$ cat src/rtl/dcm_reset_seq_pkg.sv
// Shared clock/reset constants for the DCM reset sequencer: reset levels and FSM state encodings.
package dcm_reset_seq_pkg;

  localparam logic RESET_ENABLE  = 1'b1;
  localparam logic RESET_DISABLE = 1'b0;

  typedef enum logic [2:0] {
    ST_ASSERT = 3'd0,
    ST_WAIT   = 3'd1,
    ST_STABLE = 3'd2,
    ST_RUN    = 3'd3,
    ST_FAIL   = 3'd4
  } state_e;

  // Chip reset is released only while running; every other state holds it.
  function automatic logic chip_reset_of(state_e st);
    return (st == ST_RUN) ? RESET_DISABLE : RESET_ENABLE;
  endfunction

endpackage

$ cat src/rtl/dcm_reset_seq_sync_2ff.sv
// Two-flop synchronizer for asynchronous status inputs; both stages reset to 0.
module dcm_reset_seq_sync_2ff #(
  parameter int unsigned WIDTH = 1
) (
  input  logic             clk,
  input  logic             reset,
  input  logic [WIDTH-1:0] d,
  output logic [WIDTH-1:0] q
);

  logic [WIDTH-1:0] meta_q;
  logic [WIDTH-1:0] sync_q;

  always_ff @(posedge clk) begin
    if (reset) begin
      meta_q <= '0;
      sync_q <= '0;
    end else begin
      meta_q <= d;
      sync_q <= meta_q;
    end
  end

  assign q = sync_q;

endmodule

$ cat src/rtl/dcm_reset_seq.sv
// DCM supervisor: pulses the DCM reset, waits for lock with timeout/retry, and releases chip
// reset only after a stable lock window; drops chip reset again on lock loss or relock request.
module dcm_reset_seq
  import dcm_reset_seq_pkg::*;
#(
  parameter int unsigned RST_CYCLES    = 4,
  parameter int unsigned LOCK_TIMEOUT  = 50000,
  parameter int unsigned STABLE_CYCLES = 16,
  parameter int unsigned MAX_RETRY     = 3,
  parameter int unsigned CNT_W         = 16
) (
  input  logic       clk,
  input  logic       reset,
  input  logic       locked_in,
  input  logic       relock_req,
  output logic       dcm_rst,
  output logic       chip_reset,
  output logic       running,
  output logic       fail,
  output logic [1:0] retry_cnt
);

  localparam logic [CNT_W-1:0] RstLast    = CNT_W'(RST_CYCLES - 1);
  localparam logic [CNT_W-1:0] TimeoutMax = CNT_W'(LOCK_TIMEOUT - 1);
  localparam logic [CNT_W-1:0] StableLast = CNT_W'(STABLE_CYCLES - 1);
  localparam logic [1:0]       MaxRetry   = 2'(MAX_RETRY);

  state_e           state_q, state_d;
  logic [CNT_W-1:0] cnt_q, cnt_d;
  logic [1:0]       retry_d;
  logic             lock_s;
  logic             dcm_rst_d, chip_reset_d, running_d, fail_d;

  dcm_reset_seq_sync_2ff #(
    .WIDTH (1)
  ) u_lock_sync (
    .clk   (clk),
    .reset (reset),
    .d     (locked_in),
    .q     (lock_s)
  );

  always_comb begin
    state_d = state_q;
    retry_d = retry_cnt;
    // Saturate rather than wrap so a long stay never aliases a terminal count.
    cnt_d   = (cnt_q == TimeoutMax) ? cnt_q : cnt_q + CNT_W'(1);

    if (relock_req) begin
      state_d = ST_ASSERT;
      retry_d = '0;
    end else begin
      unique case (state_q)
        ST_ASSERT: begin
          if (cnt_q == RstLast) state_d = ST_WAIT;
        end
        ST_WAIT: begin
          if (lock_s) begin
            state_d = ST_STABLE;
          end else if (cnt_q == TimeoutMax) begin
            if (retry_cnt < MaxRetry) begin
              retry_d = retry_cnt + 2'd1;
              state_d = ST_ASSERT;
            end else begin
              state_d = ST_FAIL;
            end
          end
        end
        ST_STABLE: begin
          if (!lock_s) state_d = ST_WAIT;
          else if (cnt_q == StableLast) state_d = ST_RUN;
        end
        ST_RUN: begin
          retry_d = '0;
          if (!lock_s) state_d = ST_ASSERT;
        end
        ST_FAIL: ;
        default: state_d = ST_ASSERT;
      endcase
    end

    // A relock restarts the count even when already in ASSERT.
    if (relock_req || (state_d != state_q)) cnt_d = '0;

    dcm_rst_d    = (state_d == ST_ASSERT) ? RESET_ENABLE : RESET_DISABLE;
    chip_reset_d = chip_reset_of(state_d);
    running_d    = (state_d == ST_RUN);
    fail_d       = (state_d == ST_FAIL);
  end

  always_ff @(posedge clk) begin
    if (reset) begin
      state_q    <= ST_ASSERT;
      cnt_q      <= '0;
      retry_cnt  <= '0;
      dcm_rst    <= RESET_ENABLE;
      chip_reset <= RESET_ENABLE;
      running    <= 1'b0;
      fail       <= 1'b0;
    end else begin
      state_q    <= state_d;
      cnt_q      <= cnt_d;
      retry_cnt  <= retry_d;
      dcm_rst    <= dcm_rst_d;
      chip_reset <= chip_reset_d;
      running    <= running_d;
      fail       <= fail_d;
    end
  end

endmodule

$ cat config.mk
export PLATFORM = sky130hd
export DESIGN_NAME = dcm_reset_seq
export DESIGN_NICKNAME = d
export VERILOG_FILES = /design/src/rtl/dcm_reset_seq_pkg.sv /design/src/rtl/dcm_reset_seq_sync_2ff.sv /design/src/rtl/dcm_reset_seq.sv
export SDC_FILE = /design/constraint.sdc
export NUM_CORES = 1
export LEC_CHECK = 0
export CAP_MARGIN = 20
export CORE_UTILIZATION = 60
export DETAILED_ROUTE_END_ITERATION = 8
export PLACE_DENSITY_LB_ADDON = 0.08
export SLEW_MARGIN = 10
export SYNTH_ARGS = -nofsm -noshare
export SYNTH_HDL_FRONTEND = slang
export SYNTH_SLANG_ARGS = --single-unit
$ cat constraint.sdc
create_clock -name clk -period 3.4 [get_ports clk]
set_input_delay 0.34 -clock clk [delete_from_list [all_inputs] [get_ports clk]]
set_output_delay 0.34 -clock clk [all_outputs]
set_load 0.01 [all_outputs]
* Word-level counts from Yosys, hierarchy flattened
Index checks and enable logic that the tools add are counted.
** Word-level totals
- Logic and storage cells :: 47
- Input bits :: 4
- Register bits after elaboration :: 27
** Operators by class
- Equality and inequality tests :: 13
- Reductions and logical operators :: 7
- Multiplexer cells :: 15
- Magnitude comparators :: 1
- Add/subtract/negate cells :: 2
** Operators by type and width (count)
- $mux W3 :: 8
- $add A16 B1 Y16 const B :: 1
- $eq A16 B16 Y1 const B :: 1
- $eq A16 B2 Y1 const B :: 1
- $eq A16 B4 Y1 const B :: 1
- $pmux W3 S5 :: 1
- $eq A3 B2 Y1 const B :: 3
- $eq A3 B3 Y1 const B :: 2
- $logic_not A3 Y1 :: 2
- $mux W2 :: 3
- $ne A2 B2 Y1 const B :: 3
- $pmux W2 S2 :: 1
- $reduce_and A4 Y1 :: 1
- $reduce_or A2 Y1 :: 2
- $eq A3 B1 Y1 const B :: 1
- $ne A3 B3 Y1 :: 1
- $add A2 B1 Y2 const B :: 1
- $lt A2 B2 Y1 const B :: 1
- $mux W1 :: 2
- $reduce_bool A2 Y1 :: 1
- $logic_or A1 B1 Y1 :: 1

* Longest topological paths before layout
- Depth in word-level cells :: 9
- Depth in mapped cells :: 7

* Cells and area by module
From an unflattened synthesis, not the netlist that was laid out.
** Unflattened totals
- Cells, all modules :: 137
- Area, all modules :: 1268.7 sq um
** By module, submodules not included
- dcm_reset_seq :: instances 1, sequential area each 500.5 sq um, cells each 133, area each 1216.2 sq um
- dcm_reset_seq_sync_2ff :: instances 1, sequential area each 40.0 sq um, cells each 4, area each 52.6 sq um

* Least setup slack after synthesis
Ideal clock, no wire load.
- Path kind :: flip-flop to flip-flop
- Start point :: reg cnt_q[13]
- End point :: reg dcm_rst
- Path buffers :: 0
- Library setup time :: 0.114 ns
- Setup slack :: 1.394 ns
- Data arrival time :: 1.892 ns
- Data required time :: 3.286 ns
- Stages on the path, launching flop included :: 6
- Path through :: dfxtp_1 > or4_4 > or4_4 > nor4_2 > nor4_2 > a21o_1
** Between the ends
- Longest elaborated chain between the ends :: 7
** Ends and longest elaborated chain
- start, declared :: RTL line dcm_reset_seq.sv:29 : logic [CNT_W-1:0] cnt_q, cnt_d;
- start signal, assigned :: RTL line dcm_reset_seq.sv:102 : cnt_q <= cnt_d;
- $eq A16 B4 Y1 / $eq A16 B16 Y1 (equally long branches) :: RTL line dcm_reset_seq.sv:71, dcm_reset_seq.sv:60
- $mux W3, on equally long branches :: RTL line dcm_reset_seq.sv:71, dcm_reset_seq.sv:60
- $mux W3, on equally long branches :: RTL line dcm_reset_seq.sv:70, dcm_reset_seq.sv:58
- $pmux W3 S5 * :: RTL line dcm_reset_seq.sv:53 : unique case (state_q)
- $mux W3 * :: RTL line dcm_reset_seq.sv:49 : if (relock_req) begin
- $logic_not A3 Y1 * :: RTL line dcm_reset_seq.sv:85 : dcm_rst_d = (state_d == ST_ASSERT) ? RESET_ENABLE : RESET_DISABLE;
- $mux W1 * :: RTL line dcm_reset_seq.sv:85
- end signal, assigned :: RTL line dcm_reset_seq.sv:104 : dcm_rst <= dcm_rst_d;
- end, declared :: RTL line dcm_reset_seq.sv:16 : output logic dcm_rst,
Every way passes the cells marked *; elsewhere a longest branch is shown, timed or not.
A chain may end at the register's enable or synchronous reset.

* Worst setup path in the final report
- Start point :: in relock_req
- End point :: reg cnt_q[2]
** Between the ends
- Longest elaborated chain between the ends :: 4
** Ends and longest elaborated chain
- start, declared :: RTL line dcm_reset_seq.sv:15 : input logic relock_req,
- $mux W3 :: RTL line dcm_reset_seq.sv:49
- $ne A3 B3 Y1 :: RTL line dcm_reset_seq.sv:83 : if (relock_req || (state_d != state_q)) cnt_d = '0;
- $logic_or A1 B1 Y1 * :: RTL line dcm_reset_seq.sv:83
- $reduce_or A2 Y1 (no source line) *
Marked as above.

==> flow_summary.toml <==
[finish]
final_common_cell = "dfxtp_1"
drive_gt1_frac = 0.119
syn2layout_area_growth_pct = 9.96
final_cell_mix = "dfxtp_1 (27), nor2_1 (17), nor3_1 (14)"
finalInstanceArea_um2 = 1490
nNetsFinal = 166
diodes = 0
nFillCells = 168

[worst_setup_path]
required_ns = 3.63
slowest_delay_ns = 0.77
crit_path_top_delay_cell = "or4b_2"
path_cells = "clkdlybuf4s50_1 -> or4b_2 -> or2_2 -> o22ai_2 -> nand3b_2 -> nor4_1"
cp.arrival_ns = 2.51
cp_max_fo = 10
cp-end-kind = "flip-flop"
worstSetupPathType = "input pin to flip-flop"
worstSetupStartpointType = "input pin"

[clock_network]
cts.sinks = 27
postCtsHoldBufs = 0
h-tree-depth = 1
cts_setup_buffers = 0
cts_tree = "yes"
cts_buffers = 3
clk_latency_ns = 0.34
cts_root_buf = "clkbuf_4"
clkTransAtPathRegs_ns = 0.16
cts_resized = 0
clockBufferDepth = 2

[timing]
max_freq_ghz = 0.438
worst_slew_pin_slew_ns = 0.459
period_needed_ns = 2.28
setup_tns_ns = 0
finalWorstSetupSlack_ns = 1.12
final-max-slew-violation-count = 0
grt_setup_unrepaired = "false"
hold_viol = 0
finalSetupViolations = 0
fin_crit_sh = 0.671
slew_headroom = 0.690
skew_ns = 0.0252

[global_routing]
grt_usage = 0.244
antenna_found_initial = 0
grt_pass1_vias = 1082
grt-ovfl-total = 0
grt_start_max_net_pins = 18
grt_pass1_wl_mm = 4.67

[flow_run]
maxCapViolCount = 0

[detailed_routing]
avgViaCountPerCell = 6.24
finalWirelength_mm = 2.70
vias = 1161
drc_errors = 0
firstDrtPassIters = 4
routedWlPerCell_um = 14.5
ant_nets = 0
first_iter_violations = 35

[die]
dieWidth_um = 49.5
dieArea_um2 = 2450
coreArea_um2 = 2040
io_pins = 10
start_util = 0.664
die_y_um = 49.5
num_rows = 16

[yosys]
synth_nets = 155
netlist_instances = 149
ys_warn_count = 0
synth_edf_count = 0
synthFlopType = "dfxtp_1"
syn_area_um2 = 1360
avgSynthCellArea_um2 = 9.10
yosysSeqAreaShare = 0.399
synth-seq-cells = 27
synth_cell_types = 41
ys_async_sr_fraction = 0

[pwr]
p_leak_nw = 0.490
power_mw = 0.485
powerDensity_nw_per_um2 = 326
ir_worst_vdd_v = 0.000265

[status]
status = "completed"

[placed_design]
gp_congestion = 0.892
pre_cts_slack_ns = 0.774
post_dp_cell_area_um2 = 1460
place_hpwl_mm = 1.92
port_buffers = 9

[worst_hold_path]
hold_path.class = "flip-flop to flip-flop"
## where the power goes
part	total (mW)	switching [mW]	leakage [nW]	internal [mW]
registers	0.322	0.00252	0.218	0.319
clock network	0.145	0.0974	0.0183	0.0479
logic	0.0187	0.0106	0.254	0.00816
## stage by stage
stage,hold slack (ns),cells,utilization
floorplan,0.412,149,-
global placement,0.420,182,0.715
detailed placement,0.435,182,0.715
CTS,0.462,186,0.730
global route,0.471,186,0.730
finish,0.460,186,0.730
## sequential cells by signal, summed over array words and instances (netlist names)
name / count
chip_reset: 1
cnt_q: 16
dcm_rst: 1
fail: 1
retry_cnt: 2
running: 1
state_q: 3
u_lock_sync.meta_q: 1
u_lock_sync.q: 1
## synthesized netlist by cell type (all sizes together) (3+ instances only)
master / n / share of area
buf: 3 / 0.018
dfxtp: 27 / 0.40
nand2: 12 / 0.033
nand3: 5 / 0.022
nand4: 5 / 0.023
nor2: 17 / 0.047
nor2b: 3 / 0.014
nor3: 14 / 0.052
nor4: 10 / 0.066
nor4b: 4 / 0.026
or2: 3 / 0.014
or4: 3 / 0.022
xnor2: 12 / 0.077
## cell families after synthesis
kind of cell / count (synthesis) / share of synthesized area
XOR/XNOR: 14 / 0.0904
adder cells (fa/ha/maj): 2 / 0.0184
multiplexers: 2 / 0.0148
flip-flops: 27 / 0.399
AND/OR/NAND/NOR: 86 / 0.377
buffers and inverters: 5 / 0.0231
AO/OA/AOI/OAI: 13 / 0.0775
## worst max-delay path, delay by kind of cell
kind / cells / cell delay (ns)
AO/OA/AOI/OAI: 1 / 0.12
buffers and inverters: 1 / 0.62
AND/OR/NAND/NOR: 4 / 1.43
## path summary, 6_finish.rpt
path                       from             to  slack [ns]  depth (start not counted)
min reg2reg  u_lock_sync.meta_q  u_lock_sync.q        0.46                          1
min          u_lock_sync.meta_q  u_lock_sync.q        0.46                          1
max                  relock_req       cnt_q[2]        1.12                          6
max reg2reg            cnt_q[4]        dcm_rst        1.22                          5
## final cells by class
cell class / instances / area (um^2) / area share
timing repair buffer: 10 / 97.6 / 0.0654
inverter: 1 / 3.75 / 0.00252
tap: 27 / 33.8 / 0.0227
clock inverter: 1 / 8.76 / 0.00587
multi-input combinational: 117 / 785 / 0.526
clock buffer: 3 / 22.5 / 0.0151
sequential: 27 / 541 / 0.362
## per-layer routing
metal  track usage  part of all wire
met1         0.308              0.46
met2         0.392              0.47
met3        0.0679             0.059
met4        0.0905             0.015
met5             0                 0
No activity file was read; power rests on OpenSTA's default activity.
